--- config.mk ---
export PLATFORM = sky130hd
export DESIGN_NAME = wb_write_buffer
export DESIGN_NICKNAME = d
export VERILOG_FILES = /design/src/rtl/wb_write_buffer.sv
export SDC_FILE = /design/constraint.sdc
export NUM_CORES = 1
export LEC_CHECK = 0
export CORE_UTILIZATION = 30
export CTS_BUF_LIST = sky130_fd_sc_hd__clkbuf_8 sky130_fd_sc_hd__clkbuf_16
export DETAILED_ROUTE_END_ITERATION = 16
export GPL_TIMING_DRIVEN = 0
export PLACE_DENSITY = 0.54
export SLEW_MARGIN = 20
export SYNTH_ARGS = -nofsm -noshare
export SYNTH_HDL_FRONTEND = slang
export SYNTH_SLANG_ARGS = --single-unit
--- constraint.sdc ---
create_clock -name clk -period 6.23 [get_ports clk]
set_input_delay 1.246 -clock clk [delete_from_list [all_inputs] [get_ports clk]]
set_output_delay 1.246 -clock clk [all_outputs]
set_load 0.02 [all_outputs]
--- src/rtl/wb_write_buffer.sv ---
// Writeback buffer in front of the register file: queues ALU and load results
// in order, drains one per cycle, and forwards pending values to decode.
module wb_write_buffer #(
  parameter int N     = 16,
  parameter int DEPTH = 4,
  parameter int AW    = 3
) (
  input  logic          clk,
  input  logic          rst,
  input  logic          alu_valid,
  input  logic [AW-1:0] alu_addr,
  input  logic [N-1:0]  alu_data,
  input  logic          mem_valid,
  input  logic [AW-1:0] mem_addr,
  input  logic [N-1:0]  mem_data,
  output logic          stall,
  output logic          overflow,
  output logic          rf_write_enable,
  output logic [AW-1:0] rf_write_addr,
  output logic [N-1:0]  rf_write_data,
  input  logic [AW-1:0] fwd_addr1,
  input  logic [AW-1:0] fwd_addr2,
  output logic          fwd_hit1,
  output logic          fwd_hit2,
  output logic [N-1:0]  fwd_data1,
  output logic [N-1:0]  fwd_data2
);

  localparam int PW = $clog2(DEPTH);
  localparam int CW = $clog2(DEPTH + 1);

  logic [PW-1:0]    wr_ptr_q, wr_ptr_d, rd_ptr_q, rd_ptr_d;
  logic [CW-1:0]    count_q, count_d;
  logic             overflow_q, overflow_d;
  logic [DEPTH-1:0] valid_q, valid_d;
  logic [AW-1:0]    addr_q [DEPTH];
  logic [N-1:0]     data_q [DEPTH];

  logic          pop, take_mem, take_alu, dropped;
  logic          we0, we1;
  logic [PW-1:0] slot0, slot1;
  logic [AW-1:0] wa0;
  logic [N-1:0]  wd0;
  logic [1:0]    n_push;
  logic [CW:0]   space;

  assign pop = (count_q != '0);

  // The slot being popped counts as free, so a full buffer still takes one push.
  always_comb begin
    space    = (CW+1)'(DEPTH) - {1'b0, count_q} + {{CW{1'b0}}, pop};
    take_mem = mem_valid && (space >= (CW+1)'(1));
    take_alu = alu_valid && (space >= (take_mem ? (CW+1)'(2) : (CW+1)'(1)));
    dropped  = (mem_valid && !take_mem) || (alu_valid && !take_alu);
    n_push   = {1'b0, take_mem} + {1'b0, take_alu};
    we0      = take_mem || take_alu;
    we1      = take_mem && take_alu;
    wa0      = take_mem ? mem_addr : alu_addr;
    wd0      = take_mem ? mem_data : alu_data;
    slot0    = wr_ptr_q;
    slot1    = wr_ptr_q + PW'(1);
  end

  always_comb begin
    valid_d = valid_q;
    if (pop) valid_d[rd_ptr_q] = 1'b0;
    if (we0) valid_d[slot0] = 1'b1;
    if (we1) valid_d[slot1] = 1'b1;
    wr_ptr_d   = wr_ptr_q + PW'(n_push);
    rd_ptr_d   = rd_ptr_q + PW'(pop);
    count_d    = count_q + CW'(n_push) - CW'(pop);
    overflow_d = overflow_q || dropped;
  end

  always_ff @(posedge clk or posedge rst) begin
    if (rst) begin
      wr_ptr_q   <= '0;
      rd_ptr_q   <= '0;
      count_q    <= '0;
      overflow_q <= 1'b0;
      valid_q    <= '0;
      for (int i = 0; i < DEPTH; i++) begin
        addr_q[i] <= '0;
        data_q[i] <= '0;
      end
    end else begin
      wr_ptr_q   <= wr_ptr_d;
      rd_ptr_q   <= rd_ptr_d;
      count_q    <= count_d;
      overflow_q <= overflow_d;
      valid_q    <= valid_d;
      for (int i = 0; i < DEPTH; i++) begin
        if (we0 && (slot0 == PW'(i))) begin
          addr_q[i] <= wa0;
          data_q[i] <= wd0;
        end else if (we1 && (slot1 == PW'(i))) begin
          addr_q[i] <= alu_addr;
          data_q[i] <= alu_data;
        end
      end
    end
  end

  assign stall           = (count_q >= CW'(DEPTH - 1));
  assign overflow        = overflow_q;
  assign rf_write_enable = pop;
  assign rf_write_addr   = pop ? addr_q[rd_ptr_q] : '0;
  assign rf_write_data   = pop ? data_q[rd_ptr_q] : '0;

  // Scan oldest to youngest so the last match (youngest) wins.
  always_comb begin
    logic [PW-1:0] idx;
    idx       = '0;
    fwd_hit1  = 1'b0;
    fwd_hit2  = 1'b0;
    fwd_data1 = '0;
    fwd_data2 = '0;
    for (int i = 0; i < DEPTH; i++) begin
      idx = rd_ptr_q + PW'(i);
      if (valid_q[idx] && (addr_q[idx] == fwd_addr1)) begin
        fwd_hit1  = 1'b1;
        fwd_data1 = data_q[idx];
      end
      if (valid_q[idx] && (addr_q[idx] == fwd_addr2)) begin
        fwd_hit2  = 1'b1;
        fwd_data2 = data_q[idx];
      end
    end
  end

endmodule
**Word level (Yosys, flattened, before mapping)**

Cells that the tools add are included.

- Flip-flop bits (word level): 88
- Output and inout port bits: 56
- Logic and storage cells: 176

- $add $sub $neg: 11
- $lt $le $gt $ge: 16
- Eq/ne operators: 14
- Multiplexer cells: 78
- Bitwise logic cells: 8
- Reductions and logical operators: 36

Operators with widths:

| operator | number |
|---|---|
| 16-bit two-way mux | 26 |
| 16-bit binary-select mux with 2-bit select | 4 |
| 3-bit two-way mux | 18 |
| 3-bit binary-select mux with 2-bit select | 4 |
| 3-bit == test | 8 |
| 1-bit logical AND | 24 |
| 2-bit by 3-bit < comparator with 1-bit output, second input constant | 6 |
| 1-bit two-way mux | 15 |
| 3-bit >= comparator, second input constant | 4 |
| 4-bit two-way mux | 3 |
| 2-bit NOT with 3-bit output | 4 |
| 1-bit binary-select mux with 2-bit select | 4 |
| 2-bit == test, second input constant | 4 |
| 4-bit bitwise OR | 2 |
| 2-bit nonzero test | 4 |
| 1-bit demux with 2-bit select | 3 |
| 2-bit by 1-bit >= comparator with 1-bit output, second input constant | 3 |
| 2-bit by 1-bit adder with 2-bit output, second input constant | 2 |
| 2-bit adder, second input constant | 2 |
| 4-bit by 1-bit adder with 4-bit output | 1 |
| 4-bit bitwise AND | 1 |
| 2-bit by 1-bit == test with 1-bit output, second input constant | 2 |
| 4-bit by 1-bit >= comparator with 1-bit output, second input constant | 1 |
| 4-bit by 2-bit >= comparator with 1-bit output | 1 |
| 13 further kinds | 17 |

**Logic depth before layout (Yosys ltp)**

- Word-level depth: 11
- Gate-level depth with buffers: 26

**Worst setup path after synthesis**

No wires, ideal clock.

- Path kind: reg-to-output
- Start point: reg rd_ptr_q[0]
- End point: out fwd_data1[0]
- Data arrival time: 4,060 ps
- Slack: 924 ps
- Stages on the path, launching flop included: 17
- Cells stage by stage: dfrtp_1 > buf_6 > buf_12 > buf_2 > buf_2 > buf_4 > buf_2 > inv_1 > ha_1 > buf_4 > mux4_2 > xnor2_1 > and4_1 > buf_6 > a211oi_4 > a221oi_1 > o31ai_1

- Word-level cells in the longest chain between the ends: 10
- Elaborated cells on any way between the ends: 51
- Classes of those cells: add/sub: 3; eq/ne: 4; mux: 36; bitwise: 4; reduce/logical: 4

Ends and longest elaborated chain:

| what | line | text |
|---|---|---|
| start: declaration | 32 | `logic [PW-1:0] wr_ptr_q, wr_ptr_d, rd_ptr_q, rd_ptr_d;` |
| start signal: assignment | 88 | `rd_ptr_q <= rd_ptr_d;` |
| 2-bit by 1-bit adder with 2-bit output / 2-bit NOT with 3-bit output (equally long branches) | 119, 120, 122 |  |
| 2-bit NOT with 3-bit output (not written as such) / 3-bit binary-select mux with 2-bit select (equally long branches) | 120, 122 |  |
| 3-bit binary-select mux with 2-bit select / 3-bit two-way mux (equally long branches) | 120 | `if (valid_q[idx] && (addr_q[idx] == fwd_addr1)) begin` |
| 3-bit two-way mux (not written as such) | 120 |  |
| 3-bit two-way mux (not written as such) / 3-bit == test (equally long branches) | 120 |  |
| 3-bit == test / 1-bit logical AND (equally long branches) | 120 |  |
| 1-bit logical AND / 16-bit two-way mux (equally long branches) | 120 |  |
| 16-bit two-way mux (2 in series) | 120 |  |
| 16-bit two-way mux * | 120 |  |
| end: declaration | 25 | `output logic [N-1:0] fwd_data1,` |

Mark *: on every way between the ends. The rest lies on a longest branch, timed or not. The select of a mux whose other input is x is not followed.

**Worst setup path after layout**

- Start point: reg rd_ptr_q[0]
- End point: out fwd_data1[15]

Same word-level chain as after synthesis.

==> run metrics <==
outcome finished clean; CP endpoint kind output pin; DRT antenna net count 0; Die Span Y 161 um; Syn Std Cell Area 7560 sq um; Fmax 0.167 GHz; iteration-0 DRC count of the detailed router 745; setup ws final 0.254 ns; initial antenna violation count 0; Post-synth EDFFs 0; gr usage total 19.8%; cell count after synthesis 667; num ports 104; Synth top cells by count dfrtp_1 (88), mux4_2 (73), nand2_1 (65); Row Count 57; Pre-antenna DRT Iters 6; synth top area cells dfrtp_1 (29%), mux4_2 (22%), a222oi_1 (5.0%), nand2_1 (3.2%), a221o_1 (2.6%); Reg clk slew, reported paths 0.06 ns; vias 6439; vias in the first global route 6185; Initial Utilization 30.8%; Vias/cell 5.81; H-tree lvl count 3; worst-path maximum fanout 19; Async S/R FF share, synth 100%; Worst Hold Depth 2; DRC viols 0; unrepaired setup endpoints after global routing no; worst-margin pin slew 1.15 ns; Rel. slew slack 23.4%; Seq/Total Area, Yosys 29.1%; CP Class flip-flop to output pin; GR Overflow Total 0; final max-slew violation count 0; post-synth top area share 29.1%; Yosys warnings 0; clk root buf clkbuf_16; Total Nets Final 844; gpl congestion 0.879; layout cells sized above 1 21.8%; die width 161 um; routed len/inst 22.7 um; CTS sink count 88; final setup skew 0.00490 ns; worst skew pair latency 0.35 ns; crit path time final 5.98 ns; Core Box Area 24500 sq um; largest net degree at the start of global routing 59; average size of a mapped cell 11.3 sq um; TritonCTS clock tree built; R2R depth 23; max-cap violations 0; Synth cell types 58; count leader, synth dfrtp_1; period utilization 95.9%; ant diodes 0; CTS max path bufs 2; final WL 25.1 mm; Die ar. 25800 sq um; CTS Hold Bufs 0; Area Growth Syn to Fin 24.3%; crit path DAT 4.73 ns; input/output buffers 100; Num CTS Buffers 9; post-synthesis net count 731; first-pass GRT wire length 39.4 mm; Post-synth top flop dfrtp_1; Final setup viols 0; CP Launch Type flip-flop; area leader, netlist dfrtp_1; hpwl dp 19.2 mm; post-synthesis register bit count 88; HP Class flip-flop to flip-flop; pre-CTS setup slack -0.294 ns; Required @ worst endpoint 4.98 ns; Hold Fails Final Rpt 0
-- routing by layer --
layer / global-route usage (%) / wire, um / up-vias
met5: 0 / 0 / -
met4: 4.72 / 392 / 0
met3: 2.58 / 1950 / 28
met2: 29.6 / 11100 / 309
met1: 30.1 / 11700 / 3249
li1: - / - / 2853
-- through the flow --
step           TNS (ns)  hold WS (ns)  cells  utilization [%]  cell area (sq um)
2_1_floorplan         0         0.487    667                -               7560
3_3_place_gp      -4.50         0.485   1091             36.6               8970
3_5_place_dp      -3.82         0.500   1092             36.7               9000
4_1_cts               0         0.517   1109             38.0               9330
5_1_grt               0         0.551   1109             38.3               9400
6_report              0         0.521   1109             38.3               9400
-- cells in the final DEF (no fill, tap or decap), drive strengths merged, types with 21 or more instances in the layout --
cell	n
dfrtp	88
mux4	74
clkdlybuf4s50	72
nand2	65
inv	52
buf	41
a222oi	38
clkbuf	33
nor2	29
mux2i	24
nor2b	22
a21o	21
-- logic make-up after synthesis --
group                      synth area share, %
AOI/OAI and AO/OA                         21.2
xor gates and xnor gates                  3.69
adders and majority gates                 2.75
buffers and inverters                     7.30
DFF                                       29.1
muxes                                     26.0
and+or+nand+nor                           9.89
-- worst max-delay path, cell delays in order (launching register included) --
cell and delay (ns):
dfrtp_1 0.42, buf_6 0.20, buf_12 0.16, buf_4 0.22
buf_4 0.25, buf_6 0.25, inv_1 0.12, ha_1 0.40
buf_4 0.23, mux4_2 0.36, xnor2_1 0.15, and4_1 0.21
buf_6 0.15, a211oi_4 0.05, buf_4 0.17, a221o_1 0.32
a22o_1 0.18, clkdlybuf4s50_1 0.54
-- state kept, by name, indices dropped and copies added (netlist names) --
register	flops
addr_q	12
count_q	3
data_q	64
overflow	1
rd_ptr_q	2
slot0	2
valid_q	4
-- area by class of cell --
class / count / area [sq um]
fillers: 2411 / 15100
multi-input cells: 463 / 4810
flip-flops and latches: 88 / 2200
repair buffers: 103 / 1080
well taps: 324 / 405
plain buffers: 62 / 367
clock buffers: 10 / 239
inverters: 53 / 204
clock inverters: 6 / 82.6
-- final timing paths --
check | slack, ns | to | from
worst max-delay path | 0.25 | fwd_data1[15] | rd_ptr_q[0]$_DFF_PP0_
worst min-delay path | 0.52 | overflow$_DFF_PP0_ | overflow$_DFF_PP0_
worst max register to register | 0.42 | data_q[53]$_DFFE_PP0P_ | count_q[2]$_DFF_PP0_
worst min register to register | 0.52 | overflow$_DFF_PP0_ | overflow$_DFF_PP0_
max in group asynchronous | 4.39 | data_q[12]$_DFFE_PP0P_ | rst
min in group asynchronous | 1.25 | addr_q[5]$_DFFE_PP0P_ | rst
-- timing repair --
action | in CTS | in global routing
pin swaps | 1 | 0
setup endpoints to repair | 34 | 23
gates resized for setup | 11 | 26
setup buffers | 2 | 0
Power is not shown: default switching activity piles up to over one toggle a cycle in this logic, so the estimate is an artifact.
